### src/rtl/unit_run_ctrl_pkg.sv
// Shared types and constants for the unit run/fault sequencer.
// State encoding, fault bit positions and first-fault codes.
package unit_run_ctrl_pkg;

  typedef enum logic [2:0] {
    ST_WAIT_RDY = 3'd0,
    ST_READY    = 3'd1,
    ST_PRECHG   = 3'd2,
    ST_MAIN_ON  = 3'd3,
    ST_RUN      = 3'd4,
    ST_STOPPING = 3'd5,
    ST_FAULT    = 3'd6
  } state_t;

  typedef enum int {
    F_FAULT1 = 0,
    F_FAULT2 = 1,
    F_FAULT3 = 2,
    F_FAULT4 = 3,
    F_OV     = 4,
    F_UV     = 5,
    F_TEM    = 6,
    F_CALL   = 7
  } fault_bit_e;

  localparam int FAULT_W       = 8;
  localparam int MASK_W        = 9;
  localparam int PRECHG_TO_BIT = 8;

  localparam logic [3:0] FF_NONE      = 4'd0;
  localparam logic [3:0] FF_PRECHG_TO = 4'd9;

  // Lowest set bit wins; code is bit index + 1.
  function automatic logic [3:0] first_code(
    input logic [FAULT_W-1:0] f
  );
    logic [3:0] c;
    c = FF_NONE;
    for (int i = int'(F_CALL); i >= int'(F_FAULT1); i--) begin
      if (f[i]) c = 4'(i + 1);
    end
    return c;
  endfunction

endpackage

### src/rtl/unit_run_ctrl_fault_latch.sv
// Sticky fault mask and first-fault code capture.
// Clear has priority over capture.
module unit_run_ctrl_fault_latch
  import unit_run_ctrl_pkg::*;
(
  input  logic               clk,
  input  logic               rstn,
  input  logic [FAULT_W-1:0] faults,
  input  logic               tmo,
  input  logic               clr,
  input  logic               en,
  output logic [MASK_W-1:0]  fault_mask,
  output logic [3:0]         fault_first
);

  logic [MASK_W-1:0] hit;
  logic [3:0]        code;

  always_comb begin
    hit = MASK_W'(faults);
    hit[PRECHG_TO_BIT] = tmo;
    code = first_code(faults);
    if (code == FF_NONE && tmo) code = FF_PRECHG_TO;
  end

  always_ff @(posedge clk or negedge rstn) begin
    if (!rstn) begin
      fault_mask  <= '0;
      fault_first <= FF_NONE;
    end else if (clr) begin
      fault_mask  <= '0;
      fault_first <= FF_NONE;
    end else if (en) begin
      fault_mask <= fault_mask | hit;
      if (fault_first == FF_NONE) fault_first <= code;
    end
  end

endmodule

### src/rtl/unit_run_ctrl.sv
// Run/fault sequencer: precharge, main contactor, PWM enable.
// Outputs are registered from the next-state decode.
module unit_run_ctrl
  import unit_run_ctrl_pkg::*;
#(
  parameter int PRECHG_MIN = 50,
  parameter int PRECHG_TMO = 3000,
  parameter int MAIN_DLY   = 25,
  parameter int STOP_DLY   = 25,
  parameter int CNT_W      = 12
) (
  input  logic               clk,
  input  logic               rstn,
  input  logic               tick,
  input  logic               sysrdy,
  input  logic [FAULT_W-1:0] faults,
  input  logic               dc_ok,
  input  logic               start,
  input  logic               stop,
  input  logic               fault_rst,
  output logic               prechg_relay,
  output logic               main_relay,
  output logic               pwm_en,
  output logic               running,
  output logic               fault_active,
  output logic [3:0]         fault_first,
  output logic [MASK_W-1:0]  fault_mask,
  output logic [2:0]         state
);

  localparam logic [CNT_W-1:0] MIN_C  = CNT_W'(PRECHG_MIN);
  localparam logic [CNT_W-1:0] TMO_C  = CNT_W'(PRECHG_TMO);
  localparam logic [CNT_W-1:0] MAIN_C = CNT_W'(MAIN_DLY);
  localparam logic [CNT_W-1:0] STOP_C = CNT_W'(STOP_DLY);
  localparam logic [CNT_W-1:0] HOLD_C = CNT_W'(2);

  state_t           state_q;
  state_t           state_d;
  logic [CNT_W-1:0] cnt_q;
  logic [CNT_W-1:0] cnt_d;
  logic             tmo;
  logic             any_fault;
  logic             clr;
  logic             cap_en;

  assign any_fault = |faults;
  assign state     = state_q;

  always_comb begin
    state_d = state_q;
    tmo     = 1'b0;
    if (state_q != ST_WAIT_RDY && any_fault) begin
      state_d = ST_FAULT;
    end else if (state_q != ST_FAULT && !sysrdy) begin
      state_d = ST_WAIT_RDY;
    end else begin
      case (state_q)
        ST_WAIT_RDY: state_d = ST_READY;
        ST_READY: begin
          if (start && !stop) state_d = ST_PRECHG;
        end
        ST_PRECHG: begin
          if (stop) begin
            state_d = ST_STOPPING;
          end else if (cnt_q >= MIN_C && dc_ok) begin
            state_d = ST_MAIN_ON;
          end else if (cnt_q >= TMO_C) begin
            state_d = ST_FAULT;
            tmo     = 1'b1;
          end
        end
        ST_MAIN_ON: begin
          if (stop) state_d = ST_STOPPING;
          else if (cnt_q >= MAIN_C) state_d = ST_RUN;
        end
        ST_RUN: begin
          if (stop) state_d = ST_STOPPING;
        end
        ST_STOPPING: begin
          if (cnt_q >= STOP_C) state_d = ST_READY;
        end
        ST_FAULT: begin
          if (fault_rst) begin
            state_d = sysrdy ? ST_READY : ST_WAIT_RDY;
          end
        end
        default: state_d = ST_WAIT_RDY;
      endcase
    end
  end

  // Counter restarts on every state change and saturates.
  always_comb begin
    cnt_d = cnt_q;
    if (state_d != state_q) cnt_d = '0;
    else if (tick && cnt_q != '1) cnt_d = cnt_q + 1'b1;
  end

  assign clr    = (state_q == ST_FAULT) && (state_d != ST_FAULT);
  assign cap_en = (state_q != ST_WAIT_RDY);

  always_ff @(posedge clk or negedge rstn) begin
    if (!rstn) begin
      state_q      <= ST_WAIT_RDY;
      cnt_q        <= '0;
      prechg_relay <= 1'b0;
      main_relay   <= 1'b0;
      pwm_en       <= 1'b0;
      running      <= 1'b0;
      fault_active <= 1'b0;
    end else begin
      state_q      <= state_d;
      cnt_q        <= cnt_d;
      prechg_relay <= (state_d == ST_PRECHG) ||
                      (state_d == ST_MAIN_ON && cnt_d < HOLD_C);
      main_relay   <= (state_d == ST_MAIN_ON) ||
                      (state_d == ST_RUN) ||
                      (state_d == ST_STOPPING);
      pwm_en       <= (state_d == ST_RUN);
      running      <= (state_d == ST_RUN);
      fault_active <= (state_d == ST_FAULT);
    end
  end

  unit_run_ctrl_fault_latch u_latch (
    .clk         (clk),
    .rstn        (rstn),
    .faults      (faults),
    .tmo         (tmo),
    .clr         (clr),
    .en          (cap_en),
    .fault_mask  (fault_mask),
    .fault_first (fault_first)
  );

endmodule

### config.mk
export PLATFORM = sky130hd
export DESIGN_NAME = unit_run_ctrl
export DESIGN_NICKNAME = d
export VERILOG_FILES = /design/src/rtl/unit_run_ctrl_pkg.sv /design/src/rtl/unit_run_ctrl_fault_latch.sv /design/src/rtl/unit_run_ctrl.sv
export SDC_FILE = /design/constraint.sdc
export NUM_CORES = 1
export LEC_CHECK = 0
export CAP_MARGIN = 20
export CORE_ASPECT_RATIO = 1.25
export CORE_MARGIN = 2
export CORE_UTILIZATION = 25
export CTS_CLUSTER_DIAMETER = 60
export CTS_CLUSTER_SIZE = 40
export DETAILED_ROUTE_END_ITERATION = 10
export PLACE_DENSITY = 0.48
export SETUP_SLACK_MARGIN = 0.5
export SLEW_MARGIN = 10
export SYNTH_ARGS = -nofsm -noshare
export SYNTH_HDL_FRONTEND = slang
export SYNTH_HIERARCHICAL = 1
export SYNTH_SLANG_ARGS = --single-unit
### constraint.sdc
create_clock -name clk -period 2.5 [get_ports clk]
set_input_delay 0.5 -clock clk [delete_from_list [all_inputs] [get_ports clk]]
set_output_delay 0.5 -clock clk [all_outputs]
set_load 0.01 [all_outputs]
==> impl_metrics.env, run 1 <==
export IMPL_status="completed"
export IMPL_ys_flop_type="dfrtp_1"
export IMPL_fp_dieW_um=85.2
export IMPL_ys_ff_latch=32
export IMPL_synth_top_area_frac=0.388
export IMPL_worst_pin_slew_ps=457
export IMPL_viasPerCell=4.92
export IMPL_antenna_cells=0
export IMPL_clkPwrFrac=0.234
export IMPL_vdd_drop_max_uv=465
export IMPL_num_vias=2135
export IMPL_cts_buffers=5
export IMPL_nets=356
export IMPL_period_needed_ps=2430
export IMPL_area_growth_pct=69.2
export IMPL_met1Wirelength_mm=2.57
export IMPL_slew_headroom=0.692
export IMPL_required_ps=2710
export IMPL_max_freq_mhz=412
export IMPL_cts_root_buf="clkbuf_8"
export IMPL_htreeDepth=2
export IMPL_hold_worst_slack_ps=515
export IMPL_ioPinCount=37
export IMPL_layout_commonest_cell="buf_4"
export IMPL_rsz0062_at_grt="true"
export IMPL_end_kind="flop"
export IMPL_synthCells=237
export IMPL_finalSetupViolCount=0
export IMPL_ant_nets=0
export IMPL_holdPathStages=2
export IMPL_dp_cells=408
export IMPL_overflow=0
export IMPL_p_sw_w=0.000738
export IMPL_tritoncts="built"
export IMPL_synth_edf_count=0
export IMPL_path_max_fanout=6
export IMPL_grt_util_all_layers=0.142
export IMPL_die_y_um=106
export IMPL_initial_core_util=0.255
export IMPL_r2r_start="cnt_q[0]$_DFFE_PN0P_"
export IMPL_port_buffers=36
export IMPL_drtIter0Drc=129
export IMPL_syn_area_um2=2060
export IMPL_yosys_top_cells_area="dfrtp_1 39%, nor2_1 6.7%, a21oi_1 3.6%, nand2_1 3.1%, o21ai_0 2.9%"
export IMPL_finalCritPeriodShare=0.971
export IMPL_grt_pass1_wl_mm=10.3
export IMPL_min_path_type="flop to flop"
export IMPL_post_drt_wl_per_cell_um=14.9
export IMPL_drcViolationCount=0
export IMPL_clk_pin_slew_ps=70
export IMPL_routed_top_layer="met4"
export IMPL_wl_mm=6.48
export IMPL_dr_wl_met3_um=218
export IMPL_reg2reg_to="cnt_q[6]$_DFF_PN0_"
export IMPL_clk_insertion_delay_late_ps=290
export IMPL_ys_seq_area_frac=0.388
export IMPL_rrSetupSlack_ps=70
export IMPL_std_cell_rows=37
export IMPL_met2_length_mm=3.48
export IMPL_skew_ps=12.7
export IMPL_setup_worst_path_class="flop to flop"
export IMPL_hold_violations=0
export IMPL_synth_async_sr_flop_share=1.00
export IMPL_first_pass_iters=4
export IMPL_fin_cells=434
export IMPL_combinationalPowerShare=0.449
export IMPL_gp_congestion=0.895
export IMPL_power_density_nw_per_um2=619
export IMPL_min_to="u_latch/fault_mask[5]$_DFFE_PN0P_"
export IMPL_layout_drive_gt1_share=0.401
export IMPL_final_cell_mix="55 x buf_4, 34 x clkdlybuf4s50_1, 30 x dfrtp_1"
export IMPL_antenna_found_initial=0
export IMPL_r2r_cells=11
export IMPL_max_cap_violations=0
export IMPL_seqPwrFrac=0.317
export IMPL_cts_sinks=32
export IMPL_intPower_w=0.00142
export IMPL_synthDistinctLibCells=54
export IMPL_cts_hold_buffers_added=0
export IMPL_grt_max_degree=33
export IMPL_synth_top_area_cell="dfrtp_1"
export IMPL_clk_path_buf_depth=2
export IMPL_first_global_vias=2168
export IMPL_yosysWarningCount=6
export IMPL_switching_share=0.342
export IMPL_p_leak_nw=1.41
export IMPL_power_total_w=0.00216
export IMPL_crit_arrival_ps=2630
export IMPL_synth_nets=257
export IMPL_crit_path_start_kind="flop"
export IMPL_core_um2=8100
export IMPL_final_max_slew_violation_count=0
export IMPL_hpwl_mm=4.40
export IMPL_synth_avg_cell_area_um2=8.70
export IMPL_hp_start="u_latch/fault_mask[5]$_DFFE_PN0P_"
export IMPL_die_area_um2=9000
metrics by stage:
step | setup WS (ps) | TNS (ps) | util | area (um^2)
after CTS | 89.2 | 0 | 0.400 | 3240
final | 72.4 | 0 | 0.431 | 3490
after floorplan | 261 | 0 | - | 2130
after global placement | -179 | -1650 | 0.360 | 2910
after global routing | -47.7 | -111 | 0.431 | 3490
after detailed placement | -149 | -1490 | 0.360 | 2910
power by group through the flow:
stage / sequential (W) / combinational [W] / clock [W]
2_1_floorplan: 0.000686 / 0.000349 / 0
3_3_place_gp: 0.000673 / 0.000680 / 0
3_5_place_dp: 0.000678 / 0.000682 / 0
4_1_cts: 0.000671 / 0.000807 / 0.000520
5_1_grt: 0.000695 / 0.00107 / 0.000543
6_report: 0.000685 / 0.000971 / 0.000504
state kept, by name, summed over array words and instances, names as in the netlist:
register / count
main_relay: 1
prechg_relay: 1
cnt_q: 12
running: 1
fault_active: 1
u_latch/fault_first: 4
state: 3
u_latch/fault_mask: 9
per-layer routing:
layer  global-route usage  vias up
li1                     -     1049
met1                0.161     1021
met2                0.259       46
met3               0.0290       19
met4               0.0488        0
met5                    0        -
worst max path at each step:
stage	to	slack, ps	from
after detailed placement	prechg_relay$_DFF_PN0_	-150	faults[5]
after global placement	cnt_q[6]$_DFF_PN0_	-180	stop
final	cnt_q[6]$_DFF_PN0_	70	cnt_q[0]$_DFFE_PN0P_
after global routing	cnt_q[6]$_DFF_PN0_	-50	cnt_q[0]$_DFFE_PN0P_
after CTS	cnt_q[6]$_DFF_PN0_	90	cnt_q[0]$_DFFE_PN0P_
after floorplan	u_latch/fault_first[2]$_DFFE_PN0P_	260	cnt_q[1]$_DFF_PN0_
Yosys cell counts (3+ instances only):
cell type,instances
and2_1,3
xnor2_1,5
xor2_1,4
nor4_1,4
ha_1,4
nor2b_1,3
nand4_1,4
inv_1,11
a31oi_1,3
buf_2,4
nand3_1,9
and3_1,4
nor3_1,6
a211oi_1,6
a21oi_1,15
nor2_1,37
a311oi_1,3
nand2_1,17
clkbuf_1,6
o31ai_1,4
dfrtp_1,32
nor3b_1,3
o21ai_0,12
or2_2,3
kinds of logic after synthesis:
family,after synthesis,share of synthesized area
XOR/XNOR,9,0.0382
buffers and inverters,24,0.0552
AND/OR/NAND/NOR,104,0.275
adder cells (fa/ha/maj),4,0.0243
AO/OA/AOI/OAI,62,0.209
multiplexers,2,0.00971
flip-flops,32,0.388
timing repair:
item,4_1_cts,5_1_grt
cloned,1,0
setup endpoints to repair,32,32
setup buffers,9,8
gates resized for setup,31,44
pin swaps,14,18
worst max-delay path: stages, from the launching register on:
cell	delay [ps]
dfrtp_1	400
inv_2	90
buf_6	110
ha_4	110
nor3b_4	200
o21bai_4	100
or3_4	350
a2111oi_4	370
a211o_2	180
o2111ai_4	140
buf_8	190
nor3_4	100
cell type report:
cell class	count	area, um^2
fillers	778	4610
well taps	97	121
repair buffers	105	932
clock inverters	2	35.0
multi-input cells	181	1480
inverters	11	43.8
clock buffers	6	72.6
flip-flops and latches	32	803
No activity file was read; power rests on OpenSTA's default activity.
==> run 2: changes to the inputs <==
- MAX_ROUTING_LAYER: default -> met4
- PLACE_DENSITY: 0.48 -> 0.58
==> impl_metrics.env, run 2 (same netlist as run 1, synthesis figures left out) <==
export IMPL_std_cell_rows=37
export IMPL_antenna_cells=0
export IMPL_clk_insertion_delay_late_ps=280
export IMPL_max_freq_mhz=413
export IMPL_grt_pass1_wl_mm=9.88
export IMPL_tritoncts="built"
export IMPL_fp_dieW_um=85.2
export IMPL_p_leak_nw=1.32
export IMPL_multi_input_area_um2=1430
export IMPL_end_kind="flop"
export IMPL_port_buffers=36
export IMPL_final_util=0.409
export IMPL_ant_nets=0
export IMPL_die_area_um2=9000
export IMPL_crit_arrival_ps=2570
export IMPL_clk_path_buf_depth=2
export IMPL_hold_worst_slack_ps=516
export IMPL_max_cap_violations=0
export IMPL_area_sequential_um2=805
export IMPL_slew_headroom=0.715
export IMPL_period_needed_ps=2420
export IMPL_final_cell_mix="51 x buf_4, 36 x clkdlybuf4s50_1, 33 x nor2_1"
export IMPL_r2r_start="cnt_q[1]$_DFF_PN0_"
export IMPL_crit_path_start_kind="flop"
export IMPL_post_drt_wl_per_cell_um=14.6
export IMPL_initial_core_util=0.255
export IMPL_grt_util_all_layers=0.140
export IMPL_hold_violations=0
export IMPL_setup_worst_path_class="flop to flop"
export IMPL_cts_hold_buffers_added=0
export IMPL_clkPwrFrac=0.241
export IMPL_htreeDepth=2
export IMPL_seqPwrFrac=0.356
export IMPL_num_vias=2100
export IMPL_required_ps=2650
export IMPL_startpoint="cnt_q[1]$_DFF_PN0_"
export IMPL_cts_sinks=32
export IMPL_hpwl_mm=4.38
export IMPL_layout_drive_gt1_share=0.364
export IMPL_combinationalPowerShare=0.403
export IMPL_grt_max_degree=33
export IMPL_vdd_drop_max_uv=240
export IMPL_die_y_um=106
export IMPL_area_growth_pct=60.8
export IMPL_core_um2=8100
export IMPL_rsz0062_at_grt="true"
export IMPL_status="completed"
export IMPL_clk_pin_slew_ps=70
export IMPL_num_fill_cells=784
export IMPL_dp_cells=401
export IMPL_antenna_found_initial=0
export IMPL_layout_commonest_cell="buf_4"
export IMPL_overflow=0
export IMPL_finalCritPeriodShare=0.968
export IMPL_final_max_slew_violation_count=0
export IMPL_cts_root_buf="clkbuf_8"
export IMPL_regMostFlops="cnt_q"
export IMPL_switching_share=0.344
export IMPL_placed_cell_area_um2=2870
export IMPL_worst_pin_slew_ps=426
export IMPL_fin_cells=421
export IMPL_first_pass_iters=4
export IMPL_ioPinCount=37
export IMPL_drtIter0Drc=64
export IMPL_cts_buffers=5
export IMPL_p_sw_w=0.000695
export IMPL_fin_area_um2=3320
export IMPL_gp_congestion=0.876
export IMPL_skew_ps=4.81
export IMPL_power_density_nw_per_um2=610
export IMPL_min_path_type="flop to flop"
export IMPL_wl_mm=6.14
export IMPL_finalSetupViolCount=0
export IMPL_nets=343
export IMPL_intPower_w=0.00133
export IMPL_path_max_fanout=7
export IMPL_viasPerCell=4.99
export IMPL_first_global_vias=2089
export IMPL_drcViolationCount=0
export IMPL_hp_start="u_latch/fault_mask[5]$_DFFE_PN0P_"
export IMPL_reg_top3="cnt_q (12), u_latch/fault_mask (9), u_latch/fault_first (4)"
export IMPL_largest_reg_flops=12
-- run 2: what timing repair did --
item | in CTS | in global routing
pin swaps | 6 | 2
setup buffers | 7 | 4
gates cloned | 1 | 0
resized for setup | 14 | 38
setup endpoints to repair | 32 | 32
-- run 2: power by group through the flow --
stage	Sequential, W	Combinational [W]	Clock (W)
final	0.000721	0.000815	0.000488
after global routing	0.000733	0.000894	0.000533
after CTS	0.000694	0.000689	0.000504
after detailed placement	0.000700	0.000630	0
after global placement	0.000699	0.000628	0
after floorplan	0.000686	0.000349	0
-- run 2: worst paths after layout --
path	to	slack, ps	cells after the start
min in group asynchronous	cnt_q[3]$_DFF_PN0_	620	2
hold reg to reg	u_latch/fault_mask[5]$_DFFE_PN0P_	520	2
setup / recovery	u_latch/fault_first[0]$_DFFE_PN0P_	80	11
setup reg to reg	u_latch/fault_first[0]$_DFFE_PN0P_	80	11
max in group asynchronous	state[1]$_DFF_PN0_	1550	2
hold / removal	u_latch/fault_mask[5]$_DFFE_PN0P_	520	2
-- run 2: cell type report --
class | count | area share
Multi-Input combinational cell | 181 | 0.431
Clock inverter | 2 | 0.0106
Sequential cell | 32 | 0.243
Inverter | 11 | 0.0140
Timing Repair Buffer | 92 | 0.244
Clock buffer | 6 | 0.0219
Tap cell | 97 | 0.0366
-- run 2: routing by layer --
metal	up-vias	track usage	wire length (um)
met5	-	-	0
met4	0	0.0420	69
met3	4	0.0219	158
met2	38	0.254	3470
met1	1030	0.155	2440
li1	1028	-	-
-- run 2: per-stage QoR --
stage	total power [W]	setup WS, ps	setup TNS, ps
2_1_floorplan	0.00104	261	0
3_3_place_gp	0.00133	-130	-869
3_5_place_dp	0.00133	-133	-1460
4_1_cts	0.00189	118	0
5_1_grt	0.00216	-24.7	-152
6_report	0.00202	79.5	0
-- run 2: critical path, cell delays in order (launching register included) --
cell      delay [ps]
dfrtp_2          450
inv_4            100
ha_4             120
nor3b_4          190
o21bai_2         120
buf_6            130
o21a_1           190
o31ai_4          240
nand3_2          160
a311oi_4         360
buf_6            190
a311oi_2          40
==> run 3: changes to the inputs <==
- GPL_TIMING_DRIVEN: default -> 0
- PLACE_DENSITY: 0.58 -> 0.56
- SLEW_MARGIN: 10 -> default
- clock period: 2.5 -> 2.6 ns (I/O delays scaled with it)
==> impl_metrics.env, run 3 (same netlist as run 1, synthesis figures left out) <==
export IMPL_status="completed"
export IMPL_area_growth_pct=55.6
export IMPL_path_common_cell="a211oi_2"
export IMPL_grt_pass1_wl_mm=10.3
export IMPL_r2r_cells=11
export IMPL_max_cap_violations=0
export IMPL_layout_setup_ws_ps=121
export IMPL_required_ps=2770
export IMPL_cpMaxStageDelayCell="dfrtp_1"
export IMPL_post_drt_wl_per_cell_um=15.1
export IMPL_switching_share=0.361
export IMPL_worst_pin_slew_ps=754
export IMPL_die_area_um2=9000
export IMPL_cts_sinks=32
export IMPL_std_cell_rows=37
export IMPL_grt_util_all_layers=0.143
export IMPL_end_kind="flop"
export IMPL_overflow=0
export IMPL_antenna_found_initial=0
export IMPL_crit_arrival_ps=2650
export IMPL_clk_insertion_delay_late_ps=290
export IMPL_drtIter0Drc=50
export IMPL_min_path_type="input pin to async pin"
export IMPL_fin_cells=405
export IMPL_reg_top3="cnt_q (12), u_latch/fault_mask (9), u_latch/fault_first (4)"
export IMPL_combinationalPowerShare=0.452
export IMPL_p_sw_w=0.000694
export IMPL_r2r_start="cnt_q[0]$_DFFE_PN0P_"
export IMPL_period_needed_ps=2480
export IMPL_post_place_ws_ps=-381
export IMPL_drcViolationCount=0
export IMPL_crit_path_start_kind="flop"
export IMPL_hold_violations=0
export IMPL_largest_reg_flops=12
export IMPL_port_buffers=36
export IMPL_cp_cell_sequence="inv_2, ha_4, nor4_2, o211ai_1, a211oi_2, a21boi_2, a211oi_2, o21ai_2, a311oi_4, clkbuf_8, nor2_2"
export IMPL_rsz0062_at_grt="true"
export IMPL_finalCritPeriodShare=0.953
export IMPL_vdd_drop_max_uv=265
export IMPL_dp_cells=370
export IMPL_wl_mm=6.13
export IMPL_cts_buffers=5
export IMPL_startpoint="cnt_q[0]$_DFFE_PN0P_"
export IMPL_intPower_w=0.00123
export IMPL_viasPerCell=5.21
export IMPL_layout_drive_gt1_share=0.367
export IMPL_clk_pin_slew_ps=70
export IMPL_die_y_um=106
export IMPL_first_pass_iters=4
export IMPL_hold_worst_slack_ps=296
export IMPL_finalSetupViolCount=0
export IMPL_regMostFlops="cnt_q"
export IMPL_layout_commonest_cell="dfrtp_1"
export IMPL_slew_headroom=0.498
export IMPL_initial_core_util=0.255
export IMPL_seqPwrFrac=0.338
export IMPL_final_cell_mix="28 x dfrtp_1, 26 x clkdlybuf4s50_1, 24 x buf_4"
export IMPL_clkPwrFrac=0.210
export IMPL_ant_nets=0
export IMPL_p_leak_nw=1.26
export IMPL_first_global_vias=2168
export IMPL_num_vias=2109
export IMPL_num_fill_cells=789
export IMPL_slowest_delay_ps=420
export IMPL_final_max_slew_violation_count=0
export IMPL_clk_path_buf_depth=2
export IMPL_reg2reg_to="u_latch/fault_mask[2]$_DFFE_PN0P_"
export IMPL_power_density_nw_per_um2=599
export IMPL_antenna_cells=0
export IMPL_htreeDepth=2
export IMPL_final_util=0.396
export IMPL_hpwl_mm=3.93
export IMPL_rrSetupSlack_ps=120
export IMPL_grt_max_degree=33
export IMPL_cts_root_buf="clkbuf_8"
export IMPL_fp_dieW_um=85.2
export IMPL_gp_congestion=0.850
export IMPL_tritoncts="built"
export IMPL_path_max_fanout=5
export IMPL_max_freq_mhz=403
export IMPL_skew_ps=8.77
export IMPL_setup_worst_path_class="flop to flop"
export IMPL_nets=327
export IMPL_cts_hold_buffers_added=0
export IMPL_core_um2=8100
export IMPL_power_total_w=0.00192
export IMPL_ioPinCount=37
-- run 3: how the worst max path moves through the flow --
stage / end / slack [ps]
global placement: u_latch/fault_mask[5]$_DFFE_PN0P_ / -390
detailed placement: u_latch/fault_mask[8]$_DFFE_PN0P_ / -380
CTS: u_latch/fault_mask[5]$_DFFE_PN0P_ / 220
global route: u_latch/fault_mask[6]$_DFFE_PN0P_ / -20
floorplan: u_latch/fault_first[2]$_DFFE_PN0P_ / 360
finish: u_latch/fault_mask[2]$_DFFE_PN0P_ / 120
-- run 3: metrics by stage --
stage               TNS (ps)  cell area, um^2
finish                     0             3210
global placement       -8590             2610
floorplan                  0             2130
detailed placement     -8360             2600
CTS                        0             2960
global route            -115             3210
-- run 3: critical path, delay by kind of cell, from the launching register on --
kind            cells  cell delay (ps)
flops               1              420
compound gates      6             1350
buf+inv             2              390
fa+ha+maj           1              140
simple gates        2               70
-- run 3: layout make-up --
type	instances	area (um^2)	area share
Inverter	11	41.3	0.0129
Buffer	13	101	0.0316
Clock buffer	6	82.6	0.0257
Clock inverter	2	10.0	0.00312
Multi-Input combinational cell	181	1470	0.457
Sequential cell	32	806	0.251
Timing Repair Buffer	63	581	0.181
Tap cell	97	121	0.0378
-- run 3: repair_timing --
| item | CTS | global route |
|---|---|---|
| pin swaps | 19 | 12 |
| buffers inserted | 17 | 8 |
| gates cloned | 2 | 0 |
| setup endpoints to repair | 30 | 31 |
| resized for setup | 38 | 45 |
-- run 3: power groups by stage --
stage                     registers [W]  clock network, W  logic [W]
after detailed placement       0.000663                 0   0.000519
final                          0.000649          0.000404   0.000868
after floorplan                0.000660                 0   0.000335
after CTS                      0.000645          0.000421   0.000605
after global placement         0.000662                 0   0.000515
after global routing           0.000660          0.000443   0.000942
-- run 3: metal layers --
| layer | vias up | track usage | wire length, um |
|---|---|---|---|
| li1 | 996 | - | - |
| met1 | 1035 | 0.163 | 2440 |
| met2 | 63 | 0.245 | 3270 |
| met3 | 15 | 0.0305 | 293 |
| met4 | 0 | 0.0533 | 138 |
| met5 | - | - | 0 |
